<file path="src/rtl/trainer_pkg.sv">
// Shared constants for the logic-gate trainer: gate bit positions, the
// reference truth-table rows and the sweep FSM state encoding.
package trainer_pkg;

    localparam int GATE_AND  = 0;
    localparam int GATE_OR   = 1;
    localparam int GATE_NOTA = 2;
    localparam int GATE_NAND = 3;
    localparam int GATE_NOR  = 4;
    localparam int GATE_XOR  = 5;
    localparam int GATE_XNOR = 6;

    // Gate-bank output for (A,B) = 00, 10, 01, 11, i.e. row index = {B,A}
    localparam logic [6:0] EXP_ROW0 = 7'h5C;
    localparam logic [6:0] EXP_ROW1 = 7'h2A;
    localparam logic [6:0] EXP_ROW2 = 7'h2E;
    localparam logic [6:0] EXP_ROW3 = 7'h43;

    typedef enum logic [1:0] {
        ST_IDLE  = 2'd0,
        ST_APPLY = 2'd1,
        ST_DONE  = 2'd2
    } sweep_state_e;

    function automatic logic rows_match(
        input logic [6:0] r0,
        input logic [6:0] r1,
        input logic [6:0] r2,
        input logic [6:0] r3
    );
        return (r0 == EXP_ROW0) && (r1 == EXP_ROW1) &&
               (r2 == EXP_ROW2) && (r3 == EXP_ROW3);
    endfunction

endpackage

</file>
<file path="src/rtl/trainer_gate_bank.sv">
// Purely combinational bank of the seven basic two-input gates.
module trainer_gate_bank
    import trainer_pkg::*;
(
    input  logic       a,
    input  logic       b,
    output logic [6:0] y
);

    // XOR kept as its own named net so it can be observed on its own
    logic xor_y;

    assign xor_y = a ^ b;

    always_comb begin
        y            = '0;
        y[GATE_AND]  = a & b;
        y[GATE_OR]   = a | b;
        y[GATE_NOTA] = ~a;
        y[GATE_NAND] = ~(a & b);
        y[GATE_NOR]  = ~(a | b);
        y[GATE_XOR]  = xor_y;
        y[GATE_XNOR] = ~(a ^ b);
    end

endmodule

</file>
<file path="src/rtl/trainer_sweep_ctrl.sv">
// Gate trainer: manual operand drive or an automatic four-vector sweep that
// captures each gate-bank row. Optional self-check under TRAINER_SELFTEST_EN.
module trainer_sweep_ctrl
    import trainer_pkg::*;
#(
    parameter int DWELL = 8
) (
    input  logic       clk,
    input  logic       rst_n,
    input  logic       ena,
    input  logic       mode,
    input  logic       start,
    input  logic       man_a,
    input  logic       man_b,
    input  logic [1:0] rd_row,
    output logic [6:0] live_out,
    output logic [6:0] row_out,
    output logic [1:0] step,
    output logic       busy,
    output logic       done,
    output logic       pass,
    output logic       fail,
    output logic [1:0] state_dbg
);

    localparam logic [7:0] DWELL_LAST = 8'(DWELL - 1);

    sweep_state_e state;
    logic [1:0]   idx;
    logic [7:0]   cnt;
    logic [6:0]   rows [4];
    logic         busy_q;
    logic         done_q;
    logic         apply_vec;
    logic         gate_a;
    logic         gate_b;
    logic [6:0]   gate_y;

    // Sweep operands only while actually sweeping in auto mode; a drop of
    // mode shows the manual operands at once, ahead of the abort edge.
    assign apply_vec = (state == ST_APPLY) && mode;
    assign gate_a    = apply_vec ? idx[0] : man_a;
    assign gate_b    = apply_vec ? idx[1] : man_b;

    trainer_gate_bank u_gate_bank (
        .a (gate_a),
        .b (gate_b),
        .y (gate_y)
    );

    assign live_out  = gate_y;
    assign row_out   = rows[rd_row];
    assign step      = idx;
    assign busy      = busy_q;
    assign done      = done_q;
    assign state_dbg = state;

`ifdef TRAINER_SELFTEST_EN
    logic pass_q;
    logic fail_q;
    assign pass = pass_q;
    assign fail = fail_q;
`else
    assign pass = 1'b0;
    assign fail = 1'b0;
`endif

    // Request handshake: start is a level sampled on every enabled edge; it
    // is accepted only when busy is low and mode is 1, and busy rises on the
    // accepting edge. Requests seen while busy is high are dropped.
    always_ff @(posedge clk or negedge rst_n) begin
        if (!rst_n) begin
            state  <= ST_IDLE;
            idx    <= 2'd0;
            cnt    <= 8'd0;
            busy_q <= 1'b0;
            done_q <= 1'b0;
            for (int i = 0; i < 4; i++) rows[i] <= 7'd0;
`ifdef TRAINER_SELFTEST_EN
            pass_q <= 1'b0;
            fail_q <= 1'b0;
`endif
        end else if (ena) begin
            case (state)
                ST_IDLE, ST_DONE: begin
                    if (mode && start) begin
                        state  <= ST_APPLY;
                        idx    <= 2'd0;
                        cnt    <= 8'd0;
                        busy_q <= 1'b1;
                        done_q <= 1'b0;
                        for (int i = 0; i < 4; i++) rows[i] <= 7'd0;
`ifdef TRAINER_SELFTEST_EN
                        pass_q <= 1'b0;
                        fail_q <= 1'b0;
`endif
                    end
                end
                ST_APPLY: begin
                    if (!mode) begin
                        state  <= ST_IDLE;
                        idx    <= 2'd0;
                        cnt    <= 8'd0;
                        busy_q <= 1'b0;
                        done_q <= 1'b0;
                        for (int i = 0; i < 4; i++) rows[i] <= 7'd0;
`ifdef TRAINER_SELFTEST_EN
                        pass_q <= 1'b0;
                        fail_q <= 1'b0;
`endif
                    end else if (cnt == DWELL_LAST) begin
                        rows[idx] <= gate_y;
                        cnt       <= 8'd0;
                        if (idx == 2'd3) begin
                            state  <= ST_DONE;
                            idx    <= 2'd0;
                            busy_q <= 1'b0;
                            done_q <= 1'b1;
`ifdef TRAINER_SELFTEST_EN
                            // Row 3 is being captured on this very edge
                            pass_q <= rows_match(rows[0], rows[1], rows[2], gate_y);
                            fail_q <= !rows_match(rows[0], rows[1], rows[2], gate_y);
`endif
                        end else begin
                            idx <= idx + 2'd1;
                        end
                    end else begin
                        cnt <= cnt + 8'd1;
                    end
                end
                default: begin
                    state  <= ST_IDLE;
                    idx    <= 2'd0;
                    cnt    <= 8'd0;
                    busy_q <= 1'b0;
                    done_q <= 1'b0;
                end
            endcase
        end
    end

endmodule
</file>
<file path="config.mk">
export PLATFORM = sky130hd
export DESIGN_NAME = trainer_sweep_ctrl
export DESIGN_NICKNAME = d
export VERILOG_FILES = /design/src/rtl/trainer_pkg.sv /design/src/rtl/trainer_gate_bank.sv /design/src/rtl/trainer_sweep_ctrl.sv
export SDC_FILE = /design/constraint.sdc
export NUM_CORES = 1
export LEC_CHECK = 0
export ABC_AREA = 1
export CAP_MARGIN = 10
export CORE_ASPECT_RATIO = 1.5
export CORE_MARGIN = 10
export CORE_UTILIZATION = 55
export DETAILED_ROUTE_END_ITERATION = 8
export PLACE_DENSITY = 0.79
export SLEW_MARGIN = 30
export SYNTH_ARGS = -nofsm -noshare
export SYNTH_HDL_FRONTEND = slang
export SYNTH_HIERARCHICAL = 1
export SYNTH_SLANG_ARGS = --single-unit
</file>
<file path="constraint.sdc">
create_clock -name clk -period 3.3 [get_ports clk]
set_clock_uncertainty 0.2 [all_clocks]
set_input_delay 0.825 -clock clk [delete_from_list [all_inputs] [get_ports clk]]
set_output_delay 0.825 -clock clk [all_outputs]
set_load 0.01 [all_outputs]
</file>
# Word level (Yosys, flattened, before mapping)

Cells that the tools add are included.

Bits of input ports: 9
Output and inout bits: 22
Flip-flop bits (word level): 42

Bitwise logic cells: 9
$lt $le $gt $ge: 3
Mux-type cells: 36
Equal/unequal tests: 7
$add $sub $neg: 2
Reduce and logical (&&, ||, !) cells: 10

Operators with widths:

| cell                                                       | number |
|---|---|
| two-way mux 28 bit                                         | 3 |
| case mux 28 bit (2 select lines)                           | 1 |
| bitwise mux 28 bit                                         | 1 |
| two-way mux 8 bit                                          | 3 |
| two-way mux 7 bit                                          | 3 |
| two-way mux 2 bit                                          | 8 |
| case mux 8 bit (2 select lines)                            | 1 |
| binary-select mux 7 bit (select 2 bit)                     | 1 |
| demux 7 bit (select 2 bit)                                 | 1 |
| two-way mux 1 bit                                          | 10 |
| adder 8 x 1 -> 8 bit, second input constant                | 1 |
| equality test 8 x 3 -> 1 bit, second input constant        | 1 |
| case mux 2 bit (2 select lines)                            | 2 |
| AND reduction 4 bit                                        | 2 |
| greater-or-equal comparator 3 bit, second input constant   | 2 |
| != test 3 x 2 -> 1 bit, second input constant              | 2 |
| inverter 2 -> 3 bit                                        | 2 |
| equality test 2 bit, second input constant                 | 2 |
| inverter 1 bit                                             | 4 |
| case mux 1 bit (2 select lines)                            | 2 |
| logical AND 1 bit                                          | 3 |
| less-than comparator 3 x 1 -> 1 bit, second input constant | 1 |
| AND reduction 3 bit                                        | 1 |
| adder 2 x 1 -> 2 bit, second input constant                | 1 |
| 9 further kinds                                            | 9 |

# Depth between registers and ports, before layout

Depth after elaboration: 9
Gate-level depth with buffers: 12
Mapped depth without buffers: 11

# Modules after synthesis

Netlist, hierarchy kept.

Modules (own cells, without submodules):

| module             | times used | area an instance (um^2) | sequential area each (um^2) | cells an instance |
|---|---|---|---|---|
| trainer_sweep_ctrl | 1          | 2,321.0                 | 1,026.0                     | 286 |
| trainer_gate_bank  | 1          | 76.3                    | 0.0                         | 10 |

# Worst setup path after synthesis

OpenSTA, ideal clock, no wires.

Path type: input port to output port
From: input port mode
To: output port live_out[5]
Data arrival time: 2.078 ns
Required time: 2.275 ns
Cell stages on the path: 6
Slack: 0.197 ns
Cells stage by stage: nand3_2 -> clkbuf_1 -> o21ai_0 -> inv_1 -> ha_1 -> buf_4

Word-level cells in the longest chain between the ends: 3
Elaborated cells on any way between the ends: 4

RTL lines:

| element           | RTL line                 | source |
|---|---|---|
| start, declared   | trainer_sweep_ctrl.sv:11 | `input logic mode,` |
| logical AND 1 bit | trainer_sweep_ctrl.sv:41 | `assign apply_vec = (state == ST_APPLY) && mode;` |
| two-way mux 1 bit | trainer_sweep_ctrl.sv:42 | `assign gate_a = apply_vec ? idx[0] : man_a;` |
| via gate_a        | trainer_sweep_ctrl.sv:35 | `logic gate_a;` |
| bitwise XOR 1 bit | trainer_gate_bank.sv:13  | `assign xor_y = a ^ b;` |
| end, declared     | trainer_sweep_ctrl.sv:16 | `output logic [6:0] live_out,` |

The timed path passes the listed nets, and every way through them passes these cells.

# Worst setup path in the final report

From: input port man_a
To: output port live_out[4]

Word-level cells in the longest chain between the ends: 3

RTL lines:

| element           | RTL line                 | source |
|---|---|---|
| start, declared   | trainer_sweep_ctrl.sv:13 | `input logic man_a,` |
| two-way mux 1 bit | trainer_sweep_ctrl.sv:42 |  |
| via gate_a        | trainer_sweep_ctrl.sv:35 |  |
| bitwise OR 1 bit  | trainer_gate_bank.sv:21  | `y[GATE_NOR] = ~(a \| b);` |
| inverter 1 bit    | trainer_gate_bank.sv:21  |  |

The timed path passes the listed nets, and every way through them passes these cells.

==> flow_summary.rst <==
.. list-table::
   :header-rows: 1

   * - Metric
     - Value
   * - Cell area after synthesis
     - 2397 um^2
   * - Internal power
     - 1.142 mW
   * - Core Region
     - 4209 um^2
   * - Predominant post-synthesis flop cell
     - dfrtp_1
   * - Sequential power share
     - 35.6%
   * - Gr usage total
     - 16.36%
   * - Actual slew at the worst max-slew pin
     - 0.5083 ns
   * - Placed wire-length estimate after detailed placement
     - 4269 um
   * - Type of the setup path with the least slack
     - in2out
   * - Pwr Total
     - 1.880 mW
   * - Static Leakage
     - 1.544 nW
   * - Total iterations of the first detailed-routing run
     - 5
   * - Maximum count of clock buffers along a single path
     - 2
   * - Total number of vias
     - 2099
   * - Routed wire length per instance
     - 15.33 um
   * - Worst min-delay path category
     - reg2reg
   * - Number of warnings issued by yosys
     - 6
   * - # clock sinks
     - 41
   * - Maximum fanout count along the critical path
     - 3
   * - Post-Syn Instances
     - 296
   * - Post-route cell area
     - 2910 um^2
   * - Total power density per cell area
     - 646.0 nW/um^2
   * - Max transition margin
     - 66.03%
   * - Leading post-synthesis cells by cell area
     - dfrtp_1 (43%), nand2_1 (12%), nand4_1 (8.1%)
   * - Placed instance area
     - 2755 um^2
   * - Via count of the first global-routing pass
     - 2117
   * - Max Freq
     - 314.5 MHz
   * - Final Wtd Congestion
     - 0.8225
   * - Dominant cell by count in the synthesized netlist
     - nand2_1
   * - Vertical extent of the die
     - 100.9 um
   * - Number of DRC markers after the initial detailed-route iteration
     - 162
   * - Cell type group with the largest total delay on the critical path
     - buffers and inverters
   * - Global-route wire length before repair
     - 9818 um
   * - Final Max Slew Viols
     - 0
   * - Leading cell types by count after synthesis
     - nand2_1 (75), dfrtp_1 (41), nand4_1 (31)
   * - Share of total power in combinational logic
     - 41.9%
   * - Switching Share
     - 39.24%
   * - Port Buffers
     - 28
   * - Cell-by-cell trace of the critical path
     - clkdlybuf4s50_1 -> nand2_2 -> o21ai_4 -> inv_1 -> buf_4 -> ha_1 -> clkdlybuf4s15_1
   * - Antenna fix cells
     - 0
   * - DRC violations left
     - 0
   * - Average vias per placed instance
     - 5.509
   * - Largest area contributor in the netlist
     - dfrtp_1
   * - Overall routed net length
     - 5841 um
   * - Total congestion overflow
     - 0
   * - Number of library cell types mapped by synthesis
     - 30
   * - H-tree level count
     - 2
   * - Minimum period implied by the final worst setup slack
     - 3.180 ns
   * - Startpoint Class
     - primary input
   * - Peak supply drop
     - 0.7190 mV
   * - Width of the die
     - 73.91 um
   * - Async S/R FF share, synth
     - 100.0%
   * - Count of antenna-violating nets left after detailed routing
     - 0
   * - Maximum number of pins on one net before global-route repair
     - 42
   * - Register area share after synthesis
     - 42.80%
   * - CTS clock-pin slew for the worst setup and hold paths
     - 0.08 ns
   * - Relative contribution of the clock network to total power
     - 22.5%
   * - Unrepaired setup endpoints after global routing
     - no
   * - Nets
     - 353
   * - Number of buffers created by CTS
     - 5
   * - Final period utilization
     - 96.36%
   * - Share of final-layout standard cells stronger than drive strength 1
     - 14.63%
   * - Post-synthesis area per instance
     - 8.099 um^2
   * - Data required time of the worst path
     - 2.27 ns
   * - Final hold violation count
     - 0
   * - Num rows
     - 29
   * - CTS root buffer
     - clkbuf_8
   * - Clock network latency to the later pin of the worst-skew pair
     - 0.30 ns
   * - Effective utilization at floorplan
     - 56.96%
   * - Critical path capture point type
     - primary output
   * - Number of antenna violations at the first check in global routing
     - 0
   * - Run status
     - complete, no violations
   * - Number of buffer and inverter stages on the critical path
     - 4
   * - Switching power summed over all nets
     - 737.7 uW
   * - Number of synthesized flops with an enable pin
     - 0
   * - Slowest CP cell
     - clkdlybuf4s50_1
   * - TritonCTS clock tree
     - yes
   * - Area enclosed by the die boundary
     - 7454 um^2
   * - Data arrival time of the critical path
     - 2.15 ns
   * - Number of violations of the max-capacitance limit
     - 0
   * - Relative area change from synthesis to final layout
     - 21.40%
   * - Proportion of netlist area held by the largest area contributor
     - 42.80%
   * - Setup Viol. Count Final
     - 0
   * - Number of top-level design ports
     - 31
   * - Final standard cell utilization of the core
     - 69.14%
   * - Yosys reg bits
     - 41
   * - Max incr delay on CP
     - 0.48 ns
[final timing paths]
path,from,endpoint,slack [ns],cells after the start
worst max-delay path,man_a,live_out[4],0.12,7
worst min-delay path,rows[9],rows[9],0.27,2
worst max register to register,done,rows[4],1.11,12
worst min register to register,rows[9],rows[9],0.27,2
max in group asynchronous,rst_n,cnt[1],2.26,1
min in group asynchronous,rst_n,rows[3],0.30,1
[worst register-to-register path: cells and delay by family, from the launching register on]
kind	cells	cell delay (ns)
flops	1	0.43
buf+inv	5	0.53
fa+ha+maj	1	0.15
compound gates	1	0.07
simple gates	5	0.76
[metrics by stage]
| step | setup TNS (ns) | hold WS, ns | cells | setup slack, ns |
|---|---|---|---|---|
| 2_1_floorplan | 0 | 0.2366 | 297 | 0.1974 |
| 3_3_place_gp | -2.448 | 0.2513 | 372 | -0.4196 |
| 3_5_place_dp | -2.673 | 0.2545 | 372 | -0.4555 |
| 4_1_cts | -0.03180 | 0.2734 | 380 | -0.03180 |
| 5_1_grt | 0 | 0.2867 | 381 | 0.06900 |
| 6_report | 0 | 0.2719 | 381 | 0.1201 |
[logic make-up after synthesis]
group | after synthesis | synth area share [%]
xor gates and xnor gates | 2 | 0.7308
and+or+nand+nor | 160 | 33.19
buffers and inverters | 49 | 10.02
DFF | 41 | 42.80
other | 1 | 0.1564
adders and majority gates | 10 | 5.219
AOI/OAI and AO/OA | 33 | 7.881
[final cells by class]
| type | count | area [um^2] |
|---|---|---|
| multi-input cells | 207 | 1172 |
| clock buffers | 7 | 86.33 |
| well taps | 46 | 57.56 |
| clock inverters | 1 | 30.03 |
| repair buffers | 48 | 419.2 |
| fillers | 348 | 1299 |
| flip-flops and latches | 41 | 1026 |
| inverters | 31 | 118.9 |
[routing by layer]
| metal | vias up | GRT usage [%] | routed length (um) |
|---|---|---|---|
| met5 | - | 0 | 0 |
| met4 | 0 | 6.043 | 91 |
| met3 | 11 | 4.142 | 287 |
| met2 | 51 | 29.41 | 3279 |
| met1 | 989 | 17.52 | 2183 |
| li1 | 1048 | - | - |
[registers in the layout (all words and copies together) (netlist names)]
signal / count
rows: 28
state_dbg: 1
done: 1
busy: 1
cnt: 8
step: 2
[cells in the final DEF (no fill, tap or decap), drive strengths merged, types with 11 or more instances in the layout]
cell / instances
o21ai: 21
dfrtp: 41
clkdlybuf4s50: 12
dlygate4sd2: 11
buf: 21
nand3: 11
inv: 31
nand2: 80
nand4: 35
nor2: 30
[power by group through the flow]
stage	registers, mW	logic (mW)	clock network, mW
CTS	0.668	0.775	0.426
floorplan	0.669	0.488	0
global placement	0.672	0.768	0
global route	0.681	0.870	0.442
detailed placement	0.677	0.781	0
finish	0.669	0.788	0.423
[what timing repair did]
action | in CTS | in global routing
resized for setup | 24 | 4
hold buffers | 0 | 0
pin swaps | 1 | 2
buffers inserted | 0 | 1
setup endpoints to repair | 14 | 6
No activity file was read; power rests on OpenSTA's default activity.
